<file path="src/rtl/axi_mem_master.sv">
// axi_mem_master: bridges the CPU single-word data-memory port onto single-beat
// 128-bit AXI4 transactions for the MIG DDR2 S_AXI port. One transaction is in
// flight at a time; requests seen while busy are dropped.
// Optional feature macro: AXI_MEM_RDBUF_EN adds a one-line read buffer that
// serves repeat reads of the same 16-byte line without any AXI traffic.
module axi_mem_master #(
  parameter int unsigned ADDR_W = 32
) (
  input  logic              clk,
  input  logic              rst,
  // CPU side
  input  logic              dram_oe,
  input  logic [ADDR_W-1:0] dram_addr,
  input  logic [31:0]       dram_wdata,
  input  logic [3:0]        dram_we,
  output logic [31:0]       dram_rdata,
  output logic              dram_valid,
  output logic              dram_busy,
  output logic              resp_err,
  // AXI write address channel
  output logic [0:0]        m_axi_awid,
  output logic [ADDR_W-1:0] m_axi_awaddr,
  output logic [7:0]        m_axi_awlen,
  output logic [2:0]        m_axi_awsize,
  output logic [1:0]        m_axi_awburst,
  output logic              m_axi_awlock,
  output logic [3:0]        m_axi_awcache,
  output logic [2:0]        m_axi_awprot,
  output logic [3:0]        m_axi_awqos,
  output logic [3:0]        m_axi_awregion,
  output logic              m_axi_awvalid,
  input  logic              m_axi_awready,
  // AXI write data channel
  output logic [127:0]      m_axi_wdata,
  output logic [15:0]       m_axi_wstrb,
  output logic              m_axi_wlast,
  output logic              m_axi_wvalid,
  input  logic              m_axi_wready,
  // AXI write response channel
  input  logic [0:0]        m_axi_bid,
  input  logic [1:0]        m_axi_bresp,
  input  logic              m_axi_bvalid,
  output logic              m_axi_bready,
  // AXI read address channel
  output logic [0:0]        m_axi_arid,
  output logic [ADDR_W-1:0] m_axi_araddr,
  output logic [7:0]        m_axi_arlen,
  output logic [2:0]        m_axi_arsize,
  output logic [1:0]        m_axi_arburst,
  output logic              m_axi_arlock,
  output logic [3:0]        m_axi_arcache,
  output logic [2:0]        m_axi_arprot,
  output logic [3:0]        m_axi_arqos,
  output logic [3:0]        m_axi_arregion,
  output logic              m_axi_arvalid,
  input  logic              m_axi_arready,
  // AXI read data channel
  input  logic [0:0]        m_axi_rid,
  input  logic [127:0]      m_axi_rdata,
  input  logic [1:0]        m_axi_rresp,
  input  logic              m_axi_rlast,
  input  logic              m_axi_rvalid,
  output logic              m_axi_rready
);

  typedef enum logic [2:0] {
    S_IDLE,
    S_WR,
    S_WRESP,
    S_RD_AR,
    S_RD_R
  } state_t;

  state_t              r_state;
  state_t              w_state_nxt;

  logic [ADDR_W-5:0]   r_line;
  logic [1:0]          r_lane;
  logic [127:0]        r_wdata;
  logic [15:0]         r_wstrb;
  logic                r_aw_done;
  logic                r_w_done;
  logic [31:0]         r_rdata;
  logic                r_valid;
  logic                r_err;

  logic                w_idle;
  logic                w_wr_req;
  logic                w_rd_req;
  logic                w_buf_hit;
  logic                w_acc_wr;
  logic                w_acc_rd;
  logic                w_hit_acc;
  logic                w_aw_hs;
  logic                w_w_hs;
  logic                w_b_hs;
  logic                w_ar_hs;
  logic                w_r_hs;
  logic                w_unused;

  assign w_idle    = (r_state == S_IDLE);
  assign w_wr_req  = |dram_we;
  assign w_rd_req  = dram_oe & ~w_wr_req;
  assign w_acc_wr  = w_idle & w_wr_req;
  assign w_acc_rd  = w_idle & w_rd_req & ~w_buf_hit;
  assign w_hit_acc = w_idle & w_rd_req & w_buf_hit;

  // Handshakes are derived from state directly so they do not loop back
  // through the combinational output block.
  assign w_aw_hs = (r_state == S_WR) & ~r_aw_done & m_axi_awready;
  assign w_w_hs  = (r_state == S_WR) & ~r_w_done  & m_axi_wready;
  assign w_b_hs  = (r_state == S_WRESP) & m_axi_bvalid;
  assign w_ar_hs = (r_state == S_RD_AR) & m_axi_arready;
  assign w_r_hs  = (r_state == S_RD_R)  & m_axi_rvalid;

  assign w_unused = &{1'b0, m_axi_bid, m_axi_rid, m_axi_rlast, dram_addr[1:0]};

`ifdef AXI_MEM_RDBUF_EN
  logic [127:0]      r_buf_line;
  logic [ADDR_W-5:0] r_buf_tag;
  logic              r_buf_vld;

  assign w_buf_hit = r_buf_vld & (r_buf_tag == dram_addr[ADDR_W-1:4]);

  // Read line buffer: fill on a clean R beat, invalidate on a write to the same line
  always_ff @(posedge clk or posedge rst) begin
    if (rst) begin
      r_buf_line <= '0;
      r_buf_tag  <= '0;
      r_buf_vld  <= 1'b0;
    end else if (w_r_hs && (m_axi_rresp == 2'b00)) begin
      r_buf_line <= m_axi_rdata;
      r_buf_tag  <= r_line;
      r_buf_vld  <= 1'b1;
    end else if (w_acc_wr && (r_buf_tag == dram_addr[ADDR_W-1:4])) begin
      r_buf_vld  <= 1'b0;
    end
  end
`else
  assign w_buf_hit = 1'b0;
`endif

  // State register
  always_ff @(posedge clk or posedge rst) begin
    if (rst) begin
      r_state <= S_IDLE;
    end else begin
      r_state <= w_state_nxt;
    end
  end

  // Next-state and channel valid/ready outputs
  always_comb begin
    w_state_nxt   = r_state;
    m_axi_awvalid = 1'b0;
    m_axi_wvalid  = 1'b0;
    m_axi_bready  = 1'b0;
    m_axi_arvalid = 1'b0;
    m_axi_rready  = 1'b0;
    case (r_state)
      S_IDLE: begin
        if (w_wr_req) begin
          w_state_nxt = S_WR;
        end else if (w_rd_req && !w_buf_hit) begin
          w_state_nxt = S_RD_AR;
        end
      end
      S_WR: begin
        m_axi_awvalid = ~r_aw_done;
        m_axi_wvalid  = ~r_w_done;
        if ((r_aw_done | m_axi_awready) && (r_w_done | m_axi_wready)) begin
          w_state_nxt = S_WRESP;
        end
      end
      S_WRESP: begin
        m_axi_bready = 1'b1;
        if (m_axi_bvalid) begin
          w_state_nxt = S_IDLE;
        end
      end
      S_RD_AR: begin
        m_axi_arvalid = 1'b1;
        if (m_axi_arready) begin
          w_state_nxt = S_RD_R;
        end
      end
      S_RD_R: begin
        m_axi_rready = 1'b1;
        if (m_axi_rvalid) begin
          w_state_nxt = S_IDLE;
        end
      end
      default: begin
        w_state_nxt = S_IDLE;
      end
    endcase
  end

  // Request capture: line address, lane, replicated data and shifted strobes
  always_ff @(posedge clk or posedge rst) begin
    if (rst) begin
      r_line  <= '0;
      r_lane  <= '0;
      r_wdata <= '0;
      r_wstrb <= '0;
    end else if (w_acc_wr) begin
      r_line  <= dram_addr[ADDR_W-1:4];
      r_lane  <= dram_addr[3:2];
      r_wdata <= {4{dram_wdata}};
      r_wstrb <= {12'h000, dram_we} << {dram_addr[3:2], 2'b00};
    end else if (w_acc_rd) begin
      r_line  <= dram_addr[ADDR_W-1:4];
      r_lane  <= dram_addr[3:2];
    end
  end

  // AW/W completion flags, cleared when a write is accepted
  always_ff @(posedge clk or posedge rst) begin
    if (rst) begin
      r_aw_done <= 1'b0;
      r_w_done  <= 1'b0;
    end else if (w_acc_wr) begin
      r_aw_done <= 1'b0;
      r_w_done  <= 1'b0;
    end else begin
      if (w_aw_hs) r_aw_done <= 1'b1;
      if (w_w_hs)  r_w_done  <= 1'b1;
    end
  end

  // Read return: one-cycle valid pulse with the selected 32-bit lane
  always_ff @(posedge clk or posedge rst) begin
    if (rst) begin
      r_valid <= 1'b0;
      r_rdata <= '0;
    end else begin
      r_valid <= 1'b0;
      if (w_r_hs) begin
        r_valid <= 1'b1;
        r_rdata <= m_axi_rdata[{r_lane, 5'b00000} +: 32];
      end
`ifdef AXI_MEM_RDBUF_EN
      else if (w_hit_acc) begin
        r_valid <= 1'b1;
        r_rdata <= r_buf_line[{dram_addr[3:2], 5'b00000} +: 32];
      end
`endif
    end
  end

  // Sticky error flag on any non-OKAY write or read response
  always_ff @(posedge clk or posedge rst) begin
    if (rst) begin
      r_err <= 1'b0;
    end else if ((w_b_hs && (m_axi_bresp != 2'b00)) || (w_r_hs && (m_axi_rresp != 2'b00))) begin
      r_err <= 1'b1;
    end
  end

  assign dram_rdata = r_rdata;
  assign dram_valid = r_valid;
  assign dram_busy  = ~w_idle;
  assign resp_err   = r_err;

  assign m_axi_awid     = '0;
  assign m_axi_awaddr   = {r_line, 4'h0};
  assign m_axi_awlen    = '0;
  assign m_axi_awsize   = 3'b100;
  assign m_axi_awburst  = 2'b01;
  assign m_axi_awlock   = 1'b0;
  assign m_axi_awcache  = 4'b0011;
  assign m_axi_awprot   = '0;
  assign m_axi_awqos    = '0;
  assign m_axi_awregion = '0;

  assign m_axi_wdata    = r_wdata;
  assign m_axi_wstrb    = r_wstrb;
  assign m_axi_wlast    = 1'b1;

  assign m_axi_arid     = '0;
  assign m_axi_araddr   = {r_line, 4'h0};
  assign m_axi_arlen    = '0;
  assign m_axi_arsize   = 3'b100;
  assign m_axi_arburst  = 2'b01;
  assign m_axi_arlock   = 1'b0;
  assign m_axi_arcache  = 4'b0011;
  assign m_axi_arprot   = '0;
  assign m_axi_arqos    = '0;
  assign m_axi_arregion = '0;

endmodule

</file>
<file path="config.mk">
export PLATFORM = sky130hd
export DESIGN_NAME = axi_mem_master
export DESIGN_NICKNAME = d
export VERILOG_FILES = /design/src/rtl/axi_mem_master.sv
export SDC_FILE = /design/constraint.sdc
export NUM_CORES = 1
export LEC_CHECK = 0
export CAP_MARGIN = 15
export CORE_AREA = 3 3 198 200
export CTS_CLUSTER_SIZE = 24
export DETAILED_ROUTE_END_ITERATION = 12
export DIE_AREA = 0 0 201 203
export SYNTH_ARGS = -nofsm -noshare
export SYNTH_HDL_FRONTEND = slang
export SYNTH_SLANG_ARGS = --single-unit
</file>
<file path="constraint.sdc">
create_clock -name clk -period 4.9 [get_ports clk]
set_input_delay 0.98 -clock clk [delete_from_list [all_inputs] [get_ports clk]]
set_output_delay 0.98 -clock clk [all_outputs]
set_load 0.005 [all_outputs]
</file>
==> metrics.md <==
| Metric | Value |
|---|---|
| Setup_tns | 0 ns |
| Cell taking the most area after synthesis | dfrtp_1 |
| Post-DP HPWL | 17600 um |
| Setup Viol. Count Final | 0 |
| Initial antenna violation count | 0 |
| Setup CP Type | input pin to flip-flop |
| Slowest CP cell | o21ai_4 |
| I/O pin total | 520 |
| DP Area | 10600 um^2 |
| Routed len/inst | 16.0 um |
| IO Port Bufs | 445 |
| Yosys Warn Count | 0 |
| Die Y-Extent | 203 um |
| Layout area overhead | 64.5% |
| Outcome | finished, final reports clean |
| Most frequent cells in the layout | clkdlybuf4s50_1, dfrtp_1, mux2_2 |
| Largest net degree at the start of global routing | 95 |
| CP Max Fanout | 30 |
| Grt ovf | 0 |
| Share of layout cells above drive strength 1 | 0.206 |
| CTS resizes | 0 |
| Vias per std cell | 3.65 |
| Worst skew pair latency | 0.43 ns |
| CP cell instances | clkdlybuf4s50_1 -> or4_4 -> o21ai_4 -> mux2_2 |
| N_diodes | 0 |
| MaxCap Viol Count | 0 |
| Synth area leaders | dfrtp_1, buf_4, mux2_2 |
| Mean Syn Cell Area | 12.8 um^2 |
| Cell count after synthesis | 535 |
| CTS Buf Count | 17 |
| CTS root buf | clkbuf_16 |
| Relative slew slack | 0.313 |
| Vias | 5036 |
| Antenna Nets Post-Route | 0 |
| Share of the yosys chip area belonging to registers | 0.427 |
| Unique cell type count in the Yosys netlist | 40 |
| Worst-Margin Slew | 1.03 ns |
| Routability cong. | 0.758 |
| Crit. End Element | flip-flop |
| Peak Freq | 0.325 GHz |
| Final hold viol count | 0 |
| Post-route cell area | 11300 um^2 |
| Hold_buf cts | 0 |
| Total GRT Usage | 0.105 |
| Share of Yosys cell area claimed by the top area cell type | 0.427 |
| Fin crit period | 3.08 ns |
| Period utilisation layout | 0.628 |
| Clock Tree Buf Depth | 2 |
| Commonest non-fill, non-tap cell in the layout | clkdlybuf4s50_1 |
| DR DRC count | 0 |
| CTS tree | built |
| Vias in the first global route | 5270 |
| RSZ-0062 raised after global routing | no |
| R2R setup slack | 2.80 ns |
| H-tree levels | 4 |
| Total Wirelength | 22100 um |
| Area of the die | 40800 um^2 |
| Leakage power total | 4.67 nW |
| Initial Utilization | 0.183 |
| FP Rows | 71 |
| Num Clock Sinks | 117 |
| Power Density | 621 nW/um^2 |
| Fin nets | 1066 |
| Synthesized cell area | 6860 um^2 |
| Initial DRC Count | 140 |
| Post-CTS setup buffers | 0 |
| Worst-path clk slew | 0.06 ns |
| CP Data Required Time | 5.21 ns |
| Worst Hold Class | flip-flop to flip-flop |
| Hold WS | 0.481 ns |
| Post-synthesis register bit count | 117 |
| Clock skew | 0.0112 ns |
| Slew Limit Fails | 0 |
| Core ar. | 37600 um^2 |
| Die Width | 201 um |
| Drt pass-1 iters | 4 |
| Peak supply drop | 0.240 mV |
| First-pass GRT wire length | 32100 um |
| Max stage delay on crit path | 0.80 ns |
| Critical Path AT | 3.38 ns |
| CP startpoint kind | input pin |
-- sequential cells by signal, summed over array words and instances, names as in the netlist --
| name | flops |
|---|---|
| m_axi_wstrb | 16 |
| r_line | 28 |
| r_aw_done | 1 |
| r_state | 3 |
| resp_err | 1 |
| dram_valid | 1 |
| r_w_done | 1 |
| r_lane | 2 |
| dram_rdata | 32 |
| m_axi_wdata | 32 |
-- area by class of cell --
| cell class | instances | area, um^2 |
|---|---|---|
| Inverter | 5 | 23.8 |
| Tap cell | 511 | 639 |
| Sequential cell | 117 | 2930 |
| Timing Repair Buffer | 451 | 4500 |
| Fill cell | 3838 | 26300 |
| Multi-Input combinational cell | 263 | 2540 |
| Clock inverter | 13 | 195 |
| Clock buffer | 19 | 453 |
-- synthesized netlist by cell type, drive strengths merged --
cell type  count
or2            3
nor4           1
and4b          2
nor4bb         1
o21ai          6
and2           1
dfrtp        117
conb           2
a21oi          2
nor3           3
a221o          1
nand2b         1
clkbuf         7
nor3b          1
a221oi         1
nand4          3
a21boi         1
a21o          13
o221a          1
o21a           1
a22o           1
buf          210
or4            1
nand2          2
a211o          1
and3           9
a21bo          3
mux2          94
nor2b          2
and4           1
nor2           5
mux4          32
inv            5
a31oi          1
-- cells by family after synthesis --
| kind of cell | share of synthesized area |
|---|---|
| flip-flops | 0.427 |
| other | 0.00109 |
| AND/OR/NAND/NOR | 0.0354 |
| multiplexers | 0.262 |
| buffers and inverters | 0.239 |
| AO/OA/AOI/OAI | 0.0361 |
-- worst max-delay path: cells and delay by family --
| kind | cells | cell delay (ns) |
|---|---|---|
| multiplexers | 1 | 0.42 |
| AO/OA/AOI/OAI | 1 | 0.80 |
| AND/OR/NAND/NOR | 1 | 0.58 |
| buffers and inverters | 1 | 0.57 |
-- power breakdown --
group          leakage [nW]  switching, W  internal (W)
sequential             1.44      0.000448       0.00146
combinational          2.92       0.00116       0.00256
clock                 0.312      0.000497      0.000886
total                  4.67       0.00210       0.00490
-- routing by layer --
metal	part of all wire	GRT usage
met5	0	0
met4	0.016	0.0374
met3	0.11	0.0481
met2	0.53	0.193
met1	0.35	0.104
-- through the flow --
stage	power [W]	instances	util	setup slack, ns
floorplan	0.00396	602	-	0.819
global placement	0.00568	1347	0.283	1.39
detailed placement	0.00572	1347	0.283	1.40
CTS	0.00717	1379	0.300	1.81
global route	0.00745	1379	0.300	1.71
finish	0.00701	1379	0.300	1.82
-- path summary, 6_finish.rpt --
kind                                 from              end  cells past startpoint
min in group asynchronous             rst    dram_rdata[0]                      2
min                        m_axi_wstrb[9]   m_axi_wstrb[9]                      1
max in group asynchronous             rst   m_axi_wstrb[7]                      3
max                            dram_we[1]       r_line[23]                      4
min reg2reg                m_axi_wstrb[9]   m_axi_wstrb[9]                      1
max reg2reg                    r_state[0]  m_axi_wdata[98]                      5
(Power assumes the default switching activity.)
